`src/rtl/usb_pkt_rx_if.sv`:
```
// Received byte stream from the ULPI link controller plus decoded packet results.
// The parser connects through the slave modport; the link/transaction side uses master.
interface usb_pkt_rx_if;
    logic [7:0]  RX_DATA;
    logic        RX_STRB;
    logic        RX_END;
    logic        RX_FAIL;

    logic        TOKEN_VALID;
    logic [3:0]  TOKEN_PID;
    logic [6:0]  TOKEN_ADDR;
    logic [3:0]  TOKEN_ENDP;
    logic        SOF_VALID;
    logic [10:0] SOF_FRAME;
    logic        HS_VALID;
    logic [3:0]  HS_PID;
    logic        DATA_START;
    logic [3:0]  DATA_PID;
    logic [7:0]  DATA_BYTE;
    logic        DATA_STRB;
    logic [10:0] DATA_LEN;
    logic        DATA_DONE;
    logic        RX_ERR;

    modport master (
        output RX_DATA, RX_STRB, RX_END, RX_FAIL,
        input  TOKEN_VALID, TOKEN_PID, TOKEN_ADDR, TOKEN_ENDP,
        input  SOF_VALID, SOF_FRAME, HS_VALID, HS_PID,
        input  DATA_START, DATA_PID, DATA_BYTE, DATA_STRB, DATA_LEN, DATA_DONE,
        input  RX_ERR
    );

    modport slave (
        input  RX_DATA, RX_STRB, RX_END, RX_FAIL,
        output TOKEN_VALID, TOKEN_PID, TOKEN_ADDR, TOKEN_ENDP,
        output SOF_VALID, SOF_FRAME, HS_VALID, HS_PID,
        output DATA_START, DATA_PID, DATA_BYTE, DATA_STRB, DATA_LEN, DATA_DONE,
        output RX_ERR
    );
endinterface

```
`src/rtl/usb_pkt_rx.sv`:
```
// USB receive packet parser: PID/length/CRC checking and decode of token, SOF,
// handshake and data packets from the link controller byte stream.
//
// state   | meaning
// IDLE    | waiting for a PID byte
// TOK1    | token/SOF, expecting first field byte
// TOK2    | token/SOF, expecting second field byte
// TOK_END | token complete, waiting for end of packet
// HS_END  | handshake PID seen, waiting for end of packet
// DATA    | data payload + CRC16 bytes streaming in
// DISCARD | bad/unsupported packet, dropping bytes until end
module usb_pkt_rx #(
    parameter int MAX_PAYLOAD = 1024
) (
    input  logic         CLK_60M,
    input  logic         NRST_A_USB,
    input  logic [6:0]   DEV_ADDR,
    usb_pkt_rx_if.slave  rx
);
    typedef enum logic [2:0] {
        IDLE, TOK1, TOK2, TOK_END, HS_END, DATA, DISCARD
    } state_t;

    localparam logic [10:0] MAX_LEN  = 11'(MAX_PAYLOAD);
    localparam logic [4:0]  CRC5_RES = 5'h06;
    localparam logic [15:0] CRC16_RES = 16'hB001;

    state_t      state;
    logic [3:0]  pid_q;
    logic [7:0]  tok_b1;
    logic [7:0]  tok_b2;
    logic [7:0]  skid0;
    logic [7:0]  skid1;
    logic [1:0]  skid_cnt;
    logic [15:0] crc16;
    logic        err_pending;

    function automatic logic [4:0] crc5_run(input logic [15:0] bits);
        logic [4:0] r;
        r = 5'h1F;
        for (int i = 0; i < 16; i++) begin
            if (r[0] ^ bits[i]) r = (r >> 1) ^ 5'h14;
            else                r = r >> 1;
        end
        return r;
    endfunction

    function automatic logic [15:0] crc16_byte(input logic [15:0] c, input logic [7:0] d);
        logic [15:0] r;
        r = c;
        for (int i = 0; i < 8; i++) begin
            if (r[0] ^ d[i]) r = (r >> 1) ^ 16'hA001;
            else             r = r >> 1;
        end
        return r;
    endfunction

    always_ff @(posedge CLK_60M or negedge NRST_A_USB) begin
        if (!NRST_A_USB) begin
            state          <= IDLE;
            pid_q          <= '0;
            tok_b1         <= '0;
            tok_b2         <= '0;
            skid0          <= '0;
            skid1          <= '0;
            skid_cnt       <= '0;
            crc16          <= '0;
            err_pending    <= 1'b0;
            rx.TOKEN_VALID <= 1'b0;
            rx.TOKEN_PID   <= '0;
            rx.TOKEN_ADDR  <= '0;
            rx.TOKEN_ENDP  <= '0;
            rx.SOF_VALID   <= 1'b0;
            rx.SOF_FRAME   <= '0;
            rx.HS_VALID    <= 1'b0;
            rx.HS_PID      <= '0;
            rx.DATA_START  <= 1'b0;
            rx.DATA_PID    <= '0;
            rx.DATA_BYTE   <= '0;
            rx.DATA_STRB   <= 1'b0;
            rx.DATA_LEN    <= '0;
            rx.DATA_DONE   <= 1'b0;
            rx.RX_ERR      <= 1'b0;
        end else begin
            rx.TOKEN_VALID <= 1'b0;
            rx.SOF_VALID   <= 1'b0;
            rx.HS_VALID    <= 1'b0;
            rx.DATA_START  <= 1'b0;
            rx.DATA_STRB   <= 1'b0;
            rx.DATA_DONE   <= 1'b0;
            rx.RX_ERR      <= 1'b0;

            // A link abort wins over everything; DISCARD only reports if not already reported.
            if (rx.RX_FAIL && state != IDLE) begin
                rx.RX_ERR   <= (state != DISCARD) || err_pending;
                state       <= IDLE;
                skid_cnt    <= '0;
                err_pending <= 1'b0;
            end else begin
                case (state)
                    IDLE: begin
                        if (rx.RX_STRB) begin
                            pid_q <= rx.RX_DATA[3:0];
                            if (rx.RX_DATA[7:4] != ~rx.RX_DATA[3:0]) begin
                                rx.RX_ERR   <= 1'b1;
                                err_pending <= 1'b0;
                                state       <= DISCARD;
                            end else begin
                                case (rx.RX_DATA[1:0])
                                    2'b01: state <= TOK1;
                                    2'b10: state <= HS_END;
                                    2'b11: begin
                                        state         <= DATA;
                                        rx.DATA_START <= 1'b1;
                                        rx.DATA_PID   <= rx.RX_DATA[3:0];
                                        rx.DATA_LEN   <= '0;
                                        crc16         <= 16'hFFFF;
                                        skid_cnt      <= '0;
                                    end
                                    default: begin
                                        err_pending <= 1'b1;
                                        state       <= DISCARD;
                                    end
                                endcase
                            end
                        end
                    end

                    TOK1: begin
                        if (rx.RX_STRB) begin
                            tok_b1 <= rx.RX_DATA;
                            state  <= TOK2;
                        end else if (rx.RX_END) begin
                            rx.RX_ERR <= 1'b1;
                            state     <= IDLE;
                        end
                    end

                    TOK2: begin
                        if (rx.RX_STRB) begin
                            tok_b2 <= rx.RX_DATA;
                            state  <= TOK_END;
                        end else if (rx.RX_END) begin
                            rx.RX_ERR <= 1'b1;
                            state     <= IDLE;
                        end
                    end

                    TOK_END: begin
                        if (rx.RX_STRB) begin
                            rx.RX_ERR   <= 1'b1;
                            err_pending <= 1'b0;
                            state       <= DISCARD;
                        end else if (rx.RX_END) begin
                            state <= IDLE;
                            if (crc5_run({tok_b2, tok_b1}) != CRC5_RES) begin
                                rx.RX_ERR <= 1'b1;
                            end else if (pid_q == 4'h5) begin
                                rx.SOF_VALID <= 1'b1;
                                rx.SOF_FRAME <= {tok_b2[2:0], tok_b1};
                            end else if (tok_b1[6:0] == DEV_ADDR) begin
                                rx.TOKEN_VALID <= 1'b1;
                                rx.TOKEN_PID   <= pid_q;
                                rx.TOKEN_ADDR  <= tok_b1[6:0];
                                rx.TOKEN_ENDP  <= {tok_b2[2:0], tok_b1[7]};
                            end
                        end
                    end

                    HS_END: begin
                        if (rx.RX_STRB) begin
                            rx.RX_ERR   <= 1'b1;
                            err_pending <= 1'b0;
                            state       <= DISCARD;
                        end else if (rx.RX_END) begin
                            rx.HS_VALID <= 1'b1;
                            rx.HS_PID   <= pid_q;
                            state       <= IDLE;
                        end
                    end

                    DATA: begin
                        if (rx.RX_STRB) begin
                            crc16 <= crc16_byte(crc16, rx.RX_DATA);
                            // Two bytes are always held back so the CRC16 bytes never reach the output.
                            if (skid_cnt == 2'd2) begin
                                if (rx.DATA_LEN == MAX_LEN) begin
                                    rx.RX_ERR   <= 1'b1;
                                    err_pending <= 1'b0;
                                    skid_cnt    <= '0;
                                    state       <= DISCARD;
                                end else begin
                                    rx.DATA_BYTE <= skid0;
                                    rx.DATA_STRB <= 1'b1;
                                    rx.DATA_LEN  <= rx.DATA_LEN + 11'd1;
                                    skid0        <= skid1;
                                    skid1        <= rx.RX_DATA;
                                end
                            end else begin
                                if (skid_cnt == 2'd0) skid0 <= rx.RX_DATA;
                                else                  skid1 <= rx.RX_DATA;
                                skid_cnt <= skid_cnt + 2'd1;
                            end
                        end else if (rx.RX_END) begin
                            if (skid_cnt == 2'd2 && crc16 == CRC16_RES) rx.DATA_DONE <= 1'b1;
                            else                                        rx.RX_ERR    <= 1'b1;
                            skid_cnt <= '0;
                            state    <= IDLE;
                        end
                    end

                    DISCARD: begin
                        if (rx.RX_END) begin
                            rx.RX_ERR   <= err_pending;
                            err_pending <= 1'b0;
                            state       <= IDLE;
                        end
                    end

                    default: state <= IDLE;
                endcase
            end
        end
    end
endmodule

```
`src/flat_wrapper.sv`:
```
// flat-port wrapper written by rule: the top's interface ports become plain ports
module usb_pkt_rx_flat 
#(
    parameter int MAX_PAYLOAD = 1024
)
  (CLK_60M, NRST_A_USB, DEV_ADDR, rx_RX_DATA, rx_RX_STRB, rx_RX_END, rx_RX_FAIL, rx_TOKEN_VALID, rx_TOKEN_PID, rx_TOKEN_ADDR, rx_TOKEN_ENDP, rx_SOF_VALID, rx_SOF_FRAME, rx_HS_VALID, rx_HS_PID, rx_DATA_START, rx_DATA_PID, rx_DATA_BYTE, rx_DATA_STRB, rx_DATA_LEN, rx_DATA_DONE, rx_RX_ERR);
  usb_pkt_rx_if rx_i ();
  input  logic CLK_60M;
  input  logic NRST_A_USB;
  input  logic [6:0] DEV_ADDR;
  input wire logic [$bits(rx_i.RX_DATA)-1:0] rx_RX_DATA;
  input wire logic [$bits(rx_i.RX_STRB)-1:0] rx_RX_STRB;
  input wire logic [$bits(rx_i.RX_END)-1:0] rx_RX_END;
  input wire logic [$bits(rx_i.RX_FAIL)-1:0] rx_RX_FAIL;
  output wire logic [$bits(rx_i.TOKEN_VALID)-1:0] rx_TOKEN_VALID;
  output wire logic [$bits(rx_i.TOKEN_PID)-1:0] rx_TOKEN_PID;
  output wire logic [$bits(rx_i.TOKEN_ADDR)-1:0] rx_TOKEN_ADDR;
  output wire logic [$bits(rx_i.TOKEN_ENDP)-1:0] rx_TOKEN_ENDP;
  output wire logic [$bits(rx_i.SOF_VALID)-1:0] rx_SOF_VALID;
  output wire logic [$bits(rx_i.SOF_FRAME)-1:0] rx_SOF_FRAME;
  output wire logic [$bits(rx_i.HS_VALID)-1:0] rx_HS_VALID;
  output wire logic [$bits(rx_i.HS_PID)-1:0] rx_HS_PID;
  output wire logic [$bits(rx_i.DATA_START)-1:0] rx_DATA_START;
  output wire logic [$bits(rx_i.DATA_PID)-1:0] rx_DATA_PID;
  output wire logic [$bits(rx_i.DATA_BYTE)-1:0] rx_DATA_BYTE;
  output wire logic [$bits(rx_i.DATA_STRB)-1:0] rx_DATA_STRB;
  output wire logic [$bits(rx_i.DATA_LEN)-1:0] rx_DATA_LEN;
  output wire logic [$bits(rx_i.DATA_DONE)-1:0] rx_DATA_DONE;
  output wire logic [$bits(rx_i.RX_ERR)-1:0] rx_RX_ERR;
  assign rx_i.RX_DATA = rx_RX_DATA;
  assign rx_i.RX_STRB = rx_RX_STRB;
  assign rx_i.RX_END = rx_RX_END;
  assign rx_i.RX_FAIL = rx_RX_FAIL;
  assign rx_TOKEN_VALID = rx_i.TOKEN_VALID;
  assign rx_TOKEN_PID = rx_i.TOKEN_PID;
  assign rx_TOKEN_ADDR = rx_i.TOKEN_ADDR;
  assign rx_TOKEN_ENDP = rx_i.TOKEN_ENDP;
  assign rx_SOF_VALID = rx_i.SOF_VALID;
  assign rx_SOF_FRAME = rx_i.SOF_FRAME;
  assign rx_HS_VALID = rx_i.HS_VALID;
  assign rx_HS_PID = rx_i.HS_PID;
  assign rx_DATA_START = rx_i.DATA_START;
  assign rx_DATA_PID = rx_i.DATA_PID;
  assign rx_DATA_BYTE = rx_i.DATA_BYTE;
  assign rx_DATA_STRB = rx_i.DATA_STRB;
  assign rx_DATA_LEN = rx_i.DATA_LEN;
  assign rx_DATA_DONE = rx_i.DATA_DONE;
  assign rx_RX_ERR = rx_i.RX_ERR;
  usb_pkt_rx #(.MAX_PAYLOAD(MAX_PAYLOAD)) u_core (.CLK_60M(CLK_60M), .NRST_A_USB(NRST_A_USB), .DEV_ADDR(DEV_ADDR), .rx(rx_i));
endmodule
```
`config.mk`:
```
export PLATFORM = sky130hd
export DESIGN_NAME = usb_pkt_rx_flat
export DESIGN_NICKNAME = d
export VERILOG_FILES = /design/src/rtl/usb_pkt_rx_if.sv /design/src/rtl/usb_pkt_rx.sv /design/src/flat_wrapper.sv
export SDC_FILE = /design/constraint.sdc
export NUM_CORES = 1
export LEC_CHECK = 0
export ABC_AREA = 1
export CORE_ASPECT_RATIO = 1.25
export CORE_MARGIN = 10
export CORE_UTILIZATION = 50
export DETAILED_ROUTE_END_ITERATION = 7
export PLACE_DENSITY = 0.69
export SLEW_MARGIN = 20
export SYNTH_ARGS = -nofsm -noshare
export SYNTH_HDL_FRONTEND = slang
export SYNTH_SLANG_ARGS = --single-unit
```
`constraint.sdc`:
```
create_clock -name CLK_60M -period 4.2 [get_ports CLK_60M]
set_input_delay 0.42 -clock CLK_60M [delete_from_list [all_inputs] [get_ports CLK_60M]]
set_output_delay 0.42 -clock CLK_60M [all_outputs]
set_load 0.1 [all_outputs]
```
==> key figures, run 1 <==
STA
  – Min cycle time layout: 2.59 ns
  – Fmax: 0.386 GHz
  – Final worst-path cycle share: 61.6%
  – Fin. Hold Viols: 0
  – Setup Total Neg Slack: 0 ns
  – Setup ws final: 1.61 ns
  – Worst Tran Pin Value: 1.00 ns
  – Slew margin rel.: 33.0%
  – Final setup violation count: 0
  – Clock skew: 0.0116 ns
  – Max Slew Vio Count: 0
  – Unrepaired setup endpoints after global routing: false

Clocking
  – Hold buffer count at CTS: 0
  – Worst-path clk slew: 0.05 ns
  – PostCTS Resize Cnt: 0
  – # Post-CTS Setup Buffers: 0
  – Clk buf depth: 2
  – H-Tree Depth: 4
  – TritonCTS Buffers: 17
  – CTS tree: done
  – Clock latency on the worst-skew pair: 0.41 ns
  – Root buffer cell: clkbuf_16
  – CTS sink cnt: 118

Power and ir drop
  – Lkg Pwr: 3.59 nW
  – PwrDens: 685 mW/mm^2
  – Power, Total: 5.17 mW
  – Worst IR Drop VDD: 0.387 mV

Logic synthesis
  – Post-synthesis register bit count: 118
  – Multiplexer share of the synthesized area: 0.165%
  – Largest family of logic cells by synthesized area: simple AND/OR/NAND/NOR gates
  – Simple-gate share of the synthesized area: 24.9%
  – Post-synth EDFFs: 0
  – Main synth FF type: dfrtp_1
  – Sequential area share after synthesis: 48.6%
  – Number of synthesis warnings: 0
  – Mapped Area: 0.00608 mm^2
  – Top cell type by total area after synthesis: dfrtp_1
  – Adder-cell share of the synthesized area: 0.412%
  – Mapped Cells: 736
  – Distinct cells, synth: 46
  – Post-synth ARST share: 100%
  – Post-Synth XOR/XNOR Area: 3.15%
  – Top cell type's share of synthesized area: 48.6%
  – Syn_nets: 758
  – Syn Area/Cell: 8.26 um^2
  – Synth area leaders: dfrtp_1 (49%), nand2_1 (12%), inv_1 (5.4%)
  – Synth Area in Compound Gates: 14.2%

Cells and area
  – Post-Layout Inst Area: 0.00754 mm^2
  – Most frequent cells in the layout: nand2_1 (198), dfrtp_1 (118), inv_1 (87), clkdlybuf4s50_1 (78), o21ai_0 (65)
  – Share of layout cells above drive strength 1: 12.6%
  – Commonest non-fill, non-tap cell in the layout: nand2_1
  – Register area: 0.00295 mm^2
  – Area occupied by multi-input gates: 0.00261 mm^2
  – Synth-to-layout area growth: 24.1%
  – Fill cells: 1075
  – Diode count: 0
  – Final net count: 839
  – Post-Layout Cell Count: 992

Placement
  – GPL Wtd Cong: 0.912
  – Setup Slack @ Placement: 1.28 ns
  – Number of instances in the placed design: 962
  – Hpwl dp: 11700 um
  – Dpl cell area: 0.00696 mm^2
  – Port bufs: 79

Critical path
  – Worst Path Required: 4.49 ns
  – CP arrival: 2.88 ns
  – FF-to-FF End: u_core.skid0[0]
  – R2R depth: 9
  – Critical-path maximum fanout: 12
  – Startpoint types: primary input
  – Worst R2R Start: u_core.state[1]
  – CP endpoint kind: register
  – Reg2Reg Setup Slack: 1.84 ns
  – Setup CP Type: in -> reg

Floorplanning
  – Die ar.: 0.0170 mm^2
  – Core ar.: 0.0120 mm^2
  – Die height: 143 um
  – Die W: 119 um
  – Initial Util: 50.5%
  – Row count: 45
  – Io pins: 80

Global routing
  – Remaining global-route overflow: 0
  – Met1 usage: 23.7%
  – First-pass GRT wire length: 26300 um
  – Grt met2 use: 32.1%
  – Initial antenna violation count: 0
  – Vias in the first global route: 5156
  – Pin count of the biggest net entering global routing: 58
  – GR peak layer: met2
  – Grt met3 use: 3.40%
  – Gr usage total: 19.0%

Drt
  – Antenna Nets Post-Route: 0
  – Total Wirelength: 15700 um
  – Drt wl/cell: 15.8 um
  – 1st-iter DRT viols: 368
  – Vias: 5260
  – First drt pass iteration count: 6
  – Drt drc: 0
  – DR vias/cell: 5.30

Flow run
  – Max-cap violations: 0

Worst hold path
  – Hold/Removal Path Class: in -> async

Status
  – Outcome: completed
-- through the flow --
stage	hold slack, ns	utilization, %
6_report	0.0853	62.6
5_1_grt	0.149	62.6
4_1_cts	0.108	62.6
3_5_place_dp	0.457	57.7
3_3_place_gp	0.460	57.7
2_1_floorplan	0.124	-
-- layer usage --
layer,routed length [um],up-vias
met1,6840,2507
met2,7770,180
li1,-,2554
met4,257,0
met3,790,19
met5,0,-
-- power by group --
part | internal [mW] | leakage [nW] | switching, mW
Combinational | 0.579 | 1.82 | 1.51
Clock | 0.953 | 0.281 | 0.498
Sequential | 1.40 | 1.49 | 0.225
Total | 2.93 | 3.59 | 2.24
-- registers in the layout (all words and copies together), names as in the netlist, 2 cells and up --
register	count
u_core.tok_b2	8
u_core.skid0	8
u_core.crc16	16
u_core.state	3
u_core.rx.HS_PID	4
u_core.rx.TOKEN_ENDP	4
u_core.tok_b1	8
u_core.pid_q	4
u_core.rx.SOF_FRAME	11
u_core.rx.TOKEN_PID	4
u_core.skid1	8
u_core.skid_cnt	2
u_core.rx.DATA_BYTE	8
u_core.rx.TOKEN_ADDR	7
u_core.rx.DATA_LEN	11
u_core.rx.DATA_PID	4
-- layout make-up --
cell class,count,share of cell area [%]
Sequential cell,118,39.1
Clock inverter,9,1.69
Timing Repair Buffer,81,10.6
Clock buffer,21,6.10
Tap cell,164,2.72
Multi-Input combinational cell,496,34.5
Inverter,103,5.17
-- worst max-delay path: stages --
cell and delay, ns:
clkdlybuf4s50_1 0.60, nor2_1 0.08, nor4_1 0.44, nand2_1 0.17, nand2_1 0.17, nand2_2 0.20
clkinv_2 0.16, nand2_2 0.15, inv_1 0.25, nand3_1 0.10, nand2_1 0.08, nor2_1 0.03
-- how the worst max path moves through the flow --
stage / slack, ns / start / end / cells after the start
floorplan: 1.89 / u_core.rx.DATA_LEN[0] / u_core.skid1[6] / 11
global placement: 1.43 / rx_RX_DATA[3] / u_core.rx.DATA_LEN[3] / 12
detailed placement: 1.28 / rx_RX_DATA[3] / u_core.rx.DATA_LEN[3] / 12
CTS: 1.69 / u_core.rx.DATA_LEN[0] / rx_DATA_LEN[0] / 1
global route: 1.37 / rx_RX_DATA[3] / u_core.rx.DATA_LEN[3] / 12
finish: 1.61 / rx_RX_DATA[3] / u_core.rx.DATA_LEN[3] / 12
-- kinds of logic after synthesis --
kind of cell | count (synthesis)
simple gates | 333
fa+ha+maj | 2
buf+inv | 122
mux | 1
flops | 118
compound gates | 139
xor+xnor | 21
-- synth_stat cells (all sizes together), types with 2 or more instances --
cell and n:
o21ai 94, clkbuf 7, nor4 10, or2 5
xnor2 9, o211ai 9, nor2 45, a221oi 2
nand4 9, ha 2, inv 100, nand3b 2
o22ai 4, clkinv 3, xor2 12, nand2 219
buf 12, nand3 32, a21oi 12, dfrtp 118
o31ai 4, a22oi 8, a32oi 2, nor3 10
No activity file was read; power rests on OpenSTA's default activity.
==> inputs of run 2 (changes only) <==
Settings changed: PLACE_DENSITY 0.69 to 0.72.
Clock period 4.2 ns to 2.2 ns, I/O delays scaled along.
==> key figures, run 2 (synthesized netlist as in run 1, its figures left out) <==
Power and ir drop
  – Lkg Pwr: 3.90 nW
  – Clock power share: 28.2%
  – PwrDens: 1300 mW/mm^2
  – Sequential share of power: 30.7%
  – Combinational power share: 41.1%
  – Internal: 5.75 mW
  – Power, Total: 10.1 mW
  – Worst IR Drop VDD: 0.667 mV
  – Net Sw Frac: 43.1%
  – Psw: 4.35 mW

STA
  – Fmax: 0.488 GHz
  – Slew margin rel.: 68.6%
  – Final worst-path cycle share: 93.1%
  – Max Slew Vio Count: 0
  – Min cycle time layout: 2.05 ns
  – Worst Tran Pin Value: 0.470 ns
  – Clock skew: 0.00869 ns
  – Final setup violation count: 0
  – Fin. Hold Viols: 0

Drt
  – Vias: 5433
  – Total Wirelength: 16100 um
  – First drt pass iteration count: 6
  – DR vias/cell: 5.27
  – 1st-iter DRT viols: 392
  – Drt wl/cell: 15.7 um
  – Drt drc: 0
  – Antenna Nets Post-Route: 0

Cells and area
  – Commonest non-fill, non-tap cell in the layout: nand2_1
  – Share of layout cells above drive strength 1: 24.7%
  – Most frequent cells in the layout: nand2_1 (195), dfrtp_1 (110), buf_4 (96), inv_1 (87), o21ai_0 (65)
  – Synth-to-layout area growth: 27.9%
  – Final net count: 876
  – Post-layout util: 64.5%
  – Fill cells: 1070
  – Top flop regs: u_core.crc16 x16, u_core.rx.DATA_LEN x11, u_core.rx.SOF_FRAME x11
  – Max FFs per register: 16
  – Register name with the most flops: u_core.crc16
  – Diode count: 0

Critical path
  – CP dominant cell by count: nand2_1
  – Worst Path Required: 2.54 ns
  – Slowest CP cell: dfrtp_2
  – Setup CP Type: reg -> reg
  – CP endpoint kind: register
  – Critical-path maximum fanout: 7
  – Startpoint types: register
  – Sum of buffers and inverters on the critical path: 2
  – Crit path cell chain: inv_4 > nand2_1 > nand2_1 > nand2_1 > nand2_1 > nand2_1 > nand3_1 > nand3_1 > nor2_2 > and2_4 > buf_4 > nand2_4 > o21ai_2
  – CP max stage delay: 0.46 ns
  – CP arrival: 2.39 ns
  – Family with the most delay on the worst path: simple AND/OR/NAND/NOR gates

Global routing
  – Grt met3 use: 4.42%
  – Gr usage total: 19.0%
  – GR peak layer: met2
  – Grt met2 use: 32.7%
  – Initial antenna violation count: 0
  – Vias in the first global route: 5346
  – Met1 usage: 22.1%
  – Pin count of the biggest net entering global routing: 48
  – Remaining global-route overflow: 0
  – First-pass GRT wire length: 26200 um

Status
  – Outcome: completed

Clocking
  – CTS sink cnt: 118
  – H-Tree Depth: 4
  – Clock latency on the worst-skew pair: 0.41 ns
  – Clk buf depth: 2
  – CTS tree: done
  – Worst-path clk slew: 0.05 ns
  – Root buffer cell: clkbuf_16
  – TritonCTS Buffers: 17

Floorplanning
  – Initial Util: 50.5%
  – Die ar.: 0.0170 mm^2
  – Core ar.: 0.0120 mm^2
  – Die height: 143 um
  – Die W: 119 um
  – Row count: 45
  – Io pins: 80

Placement
  – GPL Wtd Cong: 0.933
  – Port bufs: 79
  – Hpwl dp: 11800 um

Flow run
  – Max-cap violations: 0

Worst hold path
  – Hold/Removal Path Class: in -> async
-- run 2: cell types whose count changed in the layout (fill, tap and decap cells not counted), moves of 3 or more --
cell / before / now
dfrtp_2: 0 / 8
buf_4: 3 / 96
nand2_1: 198 / 195
clkdlybuf4s50_1: 78 / 18
dfrtp_1: 118 / 110
nand2_2: 16 / 19
-- run 2: cell type report --
type	instances	area [um^2]	share of cell area, %
Sequential cell	118	2960	38.1
Multi-Input combinational cell	498	2670	34.4
Timing Repair Buffer	116	931	12.0
Clock buffer	23	488	6.27
Inverter	103	395	5.08
Tap cell	164	205	2.64
Clock inverter	8	121	1.56
-- run 2: power by group through the flow --
stage	clock [mW]	combinational [mW]	sequential [mW]
final	2.85	4.15	3.11
after global routing	2.98	4.55	3.18
after CTS	2.89	4.08	3.08
after detailed placement	0	4.04	3.11
after global placement	0	3.99	3.09
after floorplan	0	2.03	4.07
-- run 2: stage by stage --
stage,setup slack (ns),TNS [ns],area (um^2),hold slack (ns),cells
floorplan,0.0417,0,6080,-0.0756,736
global placement,0.0341,0,7070,0.170,995
detailed placement,-0.0562,-0.110,7070,0.179,995
CTS,0.0787,0,7690,0.293,1027
global route,-0.00480,-0.00910,7780,0.336,1030
finish,0.151,0,7780,0.307,1030
-- run 2: final timing paths --
path,start,end,slack (ns),cells past startpoint
setup / recovery,u_core.tok_b1[2],u_core.rx.TOKEN_ENDP[1],0.15,13
hold / removal,NRST_A_USB,u_core.rx.SOF_VALID,0.31,2
setup reg to reg,u_core.tok_b1[2],u_core.rx.TOKEN_ENDP[1],0.15,13
hold reg to reg,u_core.rx.DATA_PID[0],u_core.rx.DATA_PID[0],0.48,1
max in group asynchronous,NRST_A_USB,u_core.rx.DATA_LEN[1],1.17,3
min in group CLK_60M,u_core.rx.DATA_PID[0],u_core.rx.DATA_PID[0],0.48,1
-- run 2: worst reg2reg max path, delay by kind of cell (launching register included) --
| family | cells | cell delay, ns |
|---|---|---|
| buffers and inverters | 2 | 0.28 |
| AND/OR/NAND/NOR | 10 | 1.10 |
| AO/OA/AOI/OAI | 1 | 0.14 |
| flip-flops | 1 | 0.46 |
-- run 2: metal layers --
layer  vias up  wire (um)
met4         0        461
met1      2592       6840
met5         -          0
met3        45        835
li1       2630          -
met2       166       7980
-- run 2: timing repair --
action                                 in CTS  in global routing
buffers inserted                            0                  1
hold buffers                                1                  0
setup endpoints to repair                   0                 30
gates resized for setup                     0                 17
endpoints found under the hold margin      28                  0
==> inputs of run 3 (changes only) <==
Settings changed: CAP_MARGIN set to 30, GPL_TIMING_DRIVEN set to 0, SLEW_MARGIN 20 to unset.
==> key figures, run 3 (synthesized netlist as in run 1, its figures left out) <==
Clocking
  – Clk buf depth: 2
  – TritonCTS Buffers: 17
  – Root buffer cell: clkbuf_16
  – H-Tree Depth: 4
  – Clock latency on the worst-skew pair: 0.41 ns
  – CTS sink cnt: 118
  – Worst-path clk slew: 0.05 ns
  – CTS tree: done

Placement
  – Setup Slack @ Placement: -0.295 ns
  – Dpl cell area: 0.00708 mm^2
  – Hpwl dp: 11800 um
  – GPL Wtd Cong: 0.929
  – Port bufs: 76
  – Number of instances in the placed design: 977

Floorplanning
  – Die ar.: 0.0170 mm^2
  – Io pins: 80
  – Core ar.: 0.0120 mm^2
  – Die height: 143 um
  – Row count: 45
  – Initial Util: 50.5%
  – Die W: 119 um

Cells and area
  – Commonest non-fill, non-tap cell in the layout: nand2_1
  – Post-Layout Inst Area: 0.00776 mm^2
  – Post-Layout Cell Count: 1015
  – Diode count: 0
  – Register name with the most flops: u_core.crc16
  – Max FFs per register: 16
  – Top flop regs: u_core.crc16 x16, u_core.rx.DATA_LEN x11, u_core.rx.SOF_FRAME x11
  – Fill cells: 1066
  – Area occupied by multi-input gates: 0.00262 mm^2
  – Register area: 0.00296 mm^2
  – Synth-to-layout area growth: 27.6%
  – Final net count: 860
  – Share of layout cells above drive strength 1: 15.5%
  – Most frequent cells in the layout: nand2_1 (198), dfrtp_1 (112), inv_1 (83), o21ai_0 (65), clkdlybuf4s50_1 (64)

STA
  – Max Slew Vio Count: 0
  – Clock skew: 0.0117 ns
  – Setup Total Neg Slack: 0 ns
  – Final setup violation count: 0
  – Min cycle time layout: 2.15 ns
  – Final worst-path cycle share: 97.9%
  – Slew margin rel.: 33.8%
  – Fmax: 0.465 GHz
  – Worst Tran Pin Value: 0.989 ns
  – Setup ws final: 0.0473 ns
  – Worst hold slack: 0.202 ns
  – Fin. Hold Viols: 0

Flow run
  – Max-cap violations: 0

Global routing
  – First-pass GRT wire length: 26400 um
  – Initial antenna violation count: 0
  – Gr usage total: 19.2%
  – Vias in the first global route: 5258
  – Pin count of the biggest net entering global routing: 80
  – Remaining global-route overflow: 0

Drt
  – Drt wl/cell: 15.7 um
  – Antenna Nets Post-Route: 0
  – 1st-iter DRT viols: 425
  – Vias: 5295
  – Drt drc: 0
  – First drt pass iteration count: 5
  – Total Wirelength: 15900 um
  – DR vias/cell: 5.22

Critical path
  – CP arrival: 1.93 ns
  – Worst R2R Start: u_core.tok_b1[2]
  – Sum of buffers and inverters on the critical path: 1
  – Crit path from: u_core.rx.TOKEN_PID[0]
  – CP endpoint: rx_TOKEN_PID[0]
  – Reg2Reg Setup Slack: 0.14 ns
  – FF-to-FF End: u_core.rx.SOF_FRAME[3]
  – Crit path cell chain: clkdlybuf4s50_1
  – Critical-path maximum fanout: 2
  – Startpoint types: register
  – Worst Path Required: 1.98 ns
  – Slowest CP cell: clkdlybuf4s50_1
  – CP endpoint kind: primary output
  – CP max stage delay: 1.15 ns
  – CP Depth: 1
  – Setup CP Type: reg -> out
  – Family with the most delay on the worst path: buffers and inverters
  – R2R depth: 13

Power and ir drop
  – Lkg Pwr: 3.76 nW
  – Worst IR Drop VDD: 0.927 mV
  – PwrDens: 1290 mW/mm^2

Worst hold path
  – Hold/Removal Path Class: in -> reg

Status
  – Outcome: completed
## run 3: changes by cell type in the layout (fill, tap and decap cells not counted), sizes merged
| cell | before | now |
|---|---|---|
| buf | 97 | 19 |
| bufinv | 3 | 4 |
| clkbuf | 23 | 30 |
| clkdlybuf4s50 | 18 | 64 |
| clkinv | 7 | 6 |
| clkinvlp | 1 | 2 |
| dlygate4sd2 | 0 | 8 |
| dlymetal6s2s | 0 | 3 |
| nand2 | 221 | 219 |
## run 3: what timing repair did
action                     CTS  global route
pin swaps                    0             2
hold endpoints to repair    39             0
gates resized for setup      8            16
hold buffers                 1             0
buffers inserted             0             5
setup endpoints to repair    8            53
## run 3: report_power, final
part	switching (mW)	total, mW	internal (mW)
logic	2.95	4.09	1.14
clock network	0.949	2.87	1.92
registers	0.398	3.08	2.68
## run 3: tightest hold or removal path, cell delays in order
cell     delay (ns)
buf_2          0.17
nand2_1        0.08
o21ai_0        0.08
## run 3: worst min path at each step
stage          cells past startpoint                   from                     to  slack (ns)
2_1_floorplan                      0             NRST_A_USB        u_core.crc16[0]       -0.08
3_3_place_gp                       1  u_core.rx.DATA_PID[1]  u_core.rx.DATA_PID[1]        0.45
3_5_place_dp                       1             NRST_A_USB    u_core.rx.SOF_VALID        0.15
4_1_cts                            3          rx_RX_DATA[3]        u_core.pid_q[3]        0.19
5_1_grt                            3          rx_RX_DATA[0]        u_core.pid_q[0]        0.22
6_report                           3          rx_RX_DATA[0]        u_core.pid_q[0]        0.20
## run 3: per-layer routing
metal	wire length [um]	global-route usage (%)	part of all wire (%)
met1	6780	22.6	43
met2	8140	33.9	51
met3	811	4.30	5.1
met4	206	6.12	1.3
met5	0	0	0
## run 3: metrics by stage
stage          power [mW]  utilization, %
2_1_floorplan        6.10               -
3_3_place_gp         7.03            58.5
3_5_place_dp         7.11            58.7
4_1_cts              10.0            63.8
5_1_grt              10.6            64.4
6_report             10.0            64.4
## run 3: cell type report
| cell class | instances | area share [%] |
|---|---|---|
| well taps | 164 | 2.65 |
| plain buffers | 19 | 1.71 |
| clock inverters | 9 | 1.94 |
| clock buffers | 23 | 5.90 |
| flip-flops and latches | 118 | 38.2 |
| repair buffers | 83 | 10.8 |
| multi-input cells | 496 | 33.8 |
| inverters | 103 | 5.07 |
==> RTL change (flow settings as in run 3) <==
The 7 states of `state_t` get a one-hot encoding in 7 bits.
--- a/src/rtl/usb_pkt_rx.sv
+++ b/src/rtl/usb_pkt_rx.sv
@@ -18,6 +18,6 @@
     usb_pkt_rx_if.slave  rx
 );
-    typedef enum logic [2:0] {
-        IDLE, TOK1, TOK2, TOK_END, HS_END, DATA, DISCARD
+    typedef enum logic [6:0] {
+        IDLE = 7'b0000001, TOK1 = 7'b0000010, TOK2 = 7'b0000100, TOK_END = 7'b0001000, HS_END = 7'b0010000, DATA = 7'b0100000, DISCARD = 7'b1000000
     } state_t;
 
Behaviour: no difference found for any inputs over 4 cycles, from zero or initial values and one cycle with NRST_A_USB low; so few cycles prove little.
==> RTL change against run 3 <==
Routed wire length up 7.4%; total power down 22%; sequential cell count up 4; register-to-register slack worse by 0.07 ns; core utilization up 2.5 points; cell count up 11%; area after synthesis up 7.0%; first-iteration DRC count up 8.5%; synthesized cell count up 14%; design area up 9.7%; worst setup slack better by 0.0087 ns; critical path type unchanged; largest cell class unchanged; highest routed layer unchanged.
==> RTL change: results (changes against run 3) <==
\begin{tabular}{lr}
\hline
Metric & Value \\
\hline
\multicolumn{2}{l}{\textbf{Outcome}} \\
Outcome & finished, final reports clean \\
\multicolumn{2}{l}{\textbf{STA}} \\
Worst Tran Pin Value & 1.00 ns (+0.0122 ns) \\
Final clock skew & 0.00625 ns (-0.00545 ns) \\
\multicolumn{2}{l}{\textbf{Critical path}} \\
CP Data Arrival Time & 1.92 ns \\
Crit path max-delay cell type & sky130\_fd\_sc\_hd\_\_clkdlybuf4s50\_1 \\
Critical-path maximum fanout & 3 (+1) \\
Critical path's largest stage delay & 1.13 ns (-0.02 ns) \\
\multicolumn{2}{l}{\textbf{Route}} \\
Initial DRC Count & 461 (+8.5\%) \\
Vias per inst & 5.23 (+0.17\%) \\
First-pass detailed-route iteration total & 6 (+1) \\
Routed WL per cell & 15.2 um (-3.4\%) \\
\multicolumn{2}{l}{\textbf{Synth}} \\
Yosys cell types & 44 (-4.3\%) \\
Commonest cells post-synth & sky130\_fd\_sc\_hd\_\_nand2\_1, sky130\_fd\_sc\_hd\_\_dfrtp\_1, sky130\_fd\_sc\_hd\_\_inv\_1, sky130\_fd\_sc\_hd\_\_o21ai\_0, sky130\_fd\_sc\_hd\_\_nand3\_1 \\
Post-synthesis net count & 862 (+14\%) \\
Leading cell types by total area after synthesis & sky130\_fd\_sc\_hd\_\_dfrtp\_1, sky130\_fd\_sc\_hd\_\_nand2\_1, sky130\_fd\_sc\_hd\_\_inv\_1, sky130\_fd\_sc\_hd\_\_o21ai\_0, sky130\_fd\_sc\_hd\_\_nand4\_1 \\
Proportion of synthesized chip area in sequential cells & 46.9\% (-1.6 points) \\
\multicolumn{2}{l}{\textbf{CTS}} \\
Number of buffers added by the clock tree synthesis step & 17 (unchanged) \\
Maximum buffer depth of the clock tree & 2 (unchanged) \\
Buffer type at the clock tree root & sky130\_fd\_sc\_hd\_\_clkbuf\_16 \\
\multicolumn{2}{l}{\textbf{Pwr}} \\
Peak supply drop & 0.930 mV (+0.34\%) \\
Leakage power figure & 0.00433 uW (+15\%) \\
\multicolumn{2}{l}{\textbf{Placement}} \\
Post-DP HPWL & 12100 um (+2.6\%) \\
Placed standard-cell area & 7530 um\^{}2 (+6.4\%) \\
Gp weighted congestion & 0.905 (-2.6\%) \\
\multicolumn{2}{l}{\textbf{Final layout}} \\
Proportion of layout cells with a drive suffix above 1 & 14.0\% (-1.5 points) \\
Filler Cell Count & 1061 (-0.47\%) \\
Post-layout nets & 971 (+13\%) \\
\multicolumn{2}{l}{\textbf{GRT}} \\
Wire length of the first global-routing pass & 27300 um (+3.3\%) \\
Pin count of the biggest net entering global routing & 75 (-6.3\%) \\
Vias in the first global route & 5516 (+4.9\%) \\
Global Route Usage Sum & 18.7\% (-0.48 points) \\
\multicolumn{2}{l}{\textbf{Worst hold path}} \\
Hold/Removal Path Class & in2reg \\
\hline
\end{tabular}
## RTL change: area by class of cell
class / instances / area share [%]
clock inverter: 6 / 1.56
timing repair buffer: 91 / 10.8
buffer: 27 / 2.31
inverter: 121 / 5.37
multi-input combinational: 569 / 35.3
clock buffer: 25 / 6.06
tap: 168 / 2.47
sequential: 122 / 36.1
## RTL change: worst paths after layout
check                                            from                     end  slack, ns  cells past startpoint
worst min-delay path                    rx_RX_DATA[0]         u_core.pid_q[0]       0.18                      3
worst max-delay path            u_core.rx.DATA_LEN[1]          rx_DATA_LEN[1]       0.06                      1
worst max register to register        u_core.pid_q[1]  u_core.rx.SOF_FRAME[5]       0.07                      6
min in group asynchronous                  NRST_A_USB   u_core.rx.DATA_LEN[0]       0.31                      2
max in group asynchronous                  NRST_A_USB        u_core.tok_b1[1]       1.15                      3
worst min register to register  u_core.rx.DATA_PID[0]   u_core.rx.DATA_PID[0]       0.46                      1
## RTL change: timing repair
item,CTS,global route
setup endpoints to repair,46,78
endpoints found under the hold margin,47,0
buffers inserted,3,8
gates cloned,0,2
hold buffers,1,0
pin swaps,3,14
gates resized for setup,10,66
## RTL change: cell families (layout without fill, tap and decap cells)
group	after synthesis	count (layout)	synth area share, %
compound gates	106	106	9.40
xor+xnor	34	34	4.58
fa+ha+maj	2	2	0.384
buf+inv	149	270	9.31
flops	122	122	46.9
simple gates	427	427	29.4
## RTL change: power by group
group	internal, uW	total (uW)	switching [uW]	leakage [uW]
Combinational	617	2200	1590	0.00253
Sequential	2440	2580	142	0.00148
Clock	2070	3030	957	0.000316
Total	5130	7810	2690	0.00433
## RTL change: metal layers
layer | vias up | part of all wire [%] | track usage (%) | wire length, um
met2 | 187 | 50 | 31.0 | 8620
met4 | 0 | 2.1 | 6.93 | 352
li1 | 2926 | - | - | -
met5 | - | 0 | 0 | 0
met1 | 2756 | 42 | 23.2 | 7230
met3 | 31 | 5.4 | 4.00 | 924
## RTL change: metrics by stage
| stage | instances | worst slack (ns) | util (%) | hold WS [ns] |
|---|---|---|---|---|
| after detailed placement | 1085 | -0.431 | 59.2 | 0.184 |
| final | 1129 | 0.0560 | 66.9 | 0.184 |
| after floorplan | 840 | 0.0797 | - | -0.0756 |
| after global placement | 1084 | -4.70 | 59.0 | 0.450 |
| after global routing | 1129 | -0.0460 | 66.9 | 0.193 |
| after CTS | 1120 | 0.00404 | 64.7 | 0.178 |
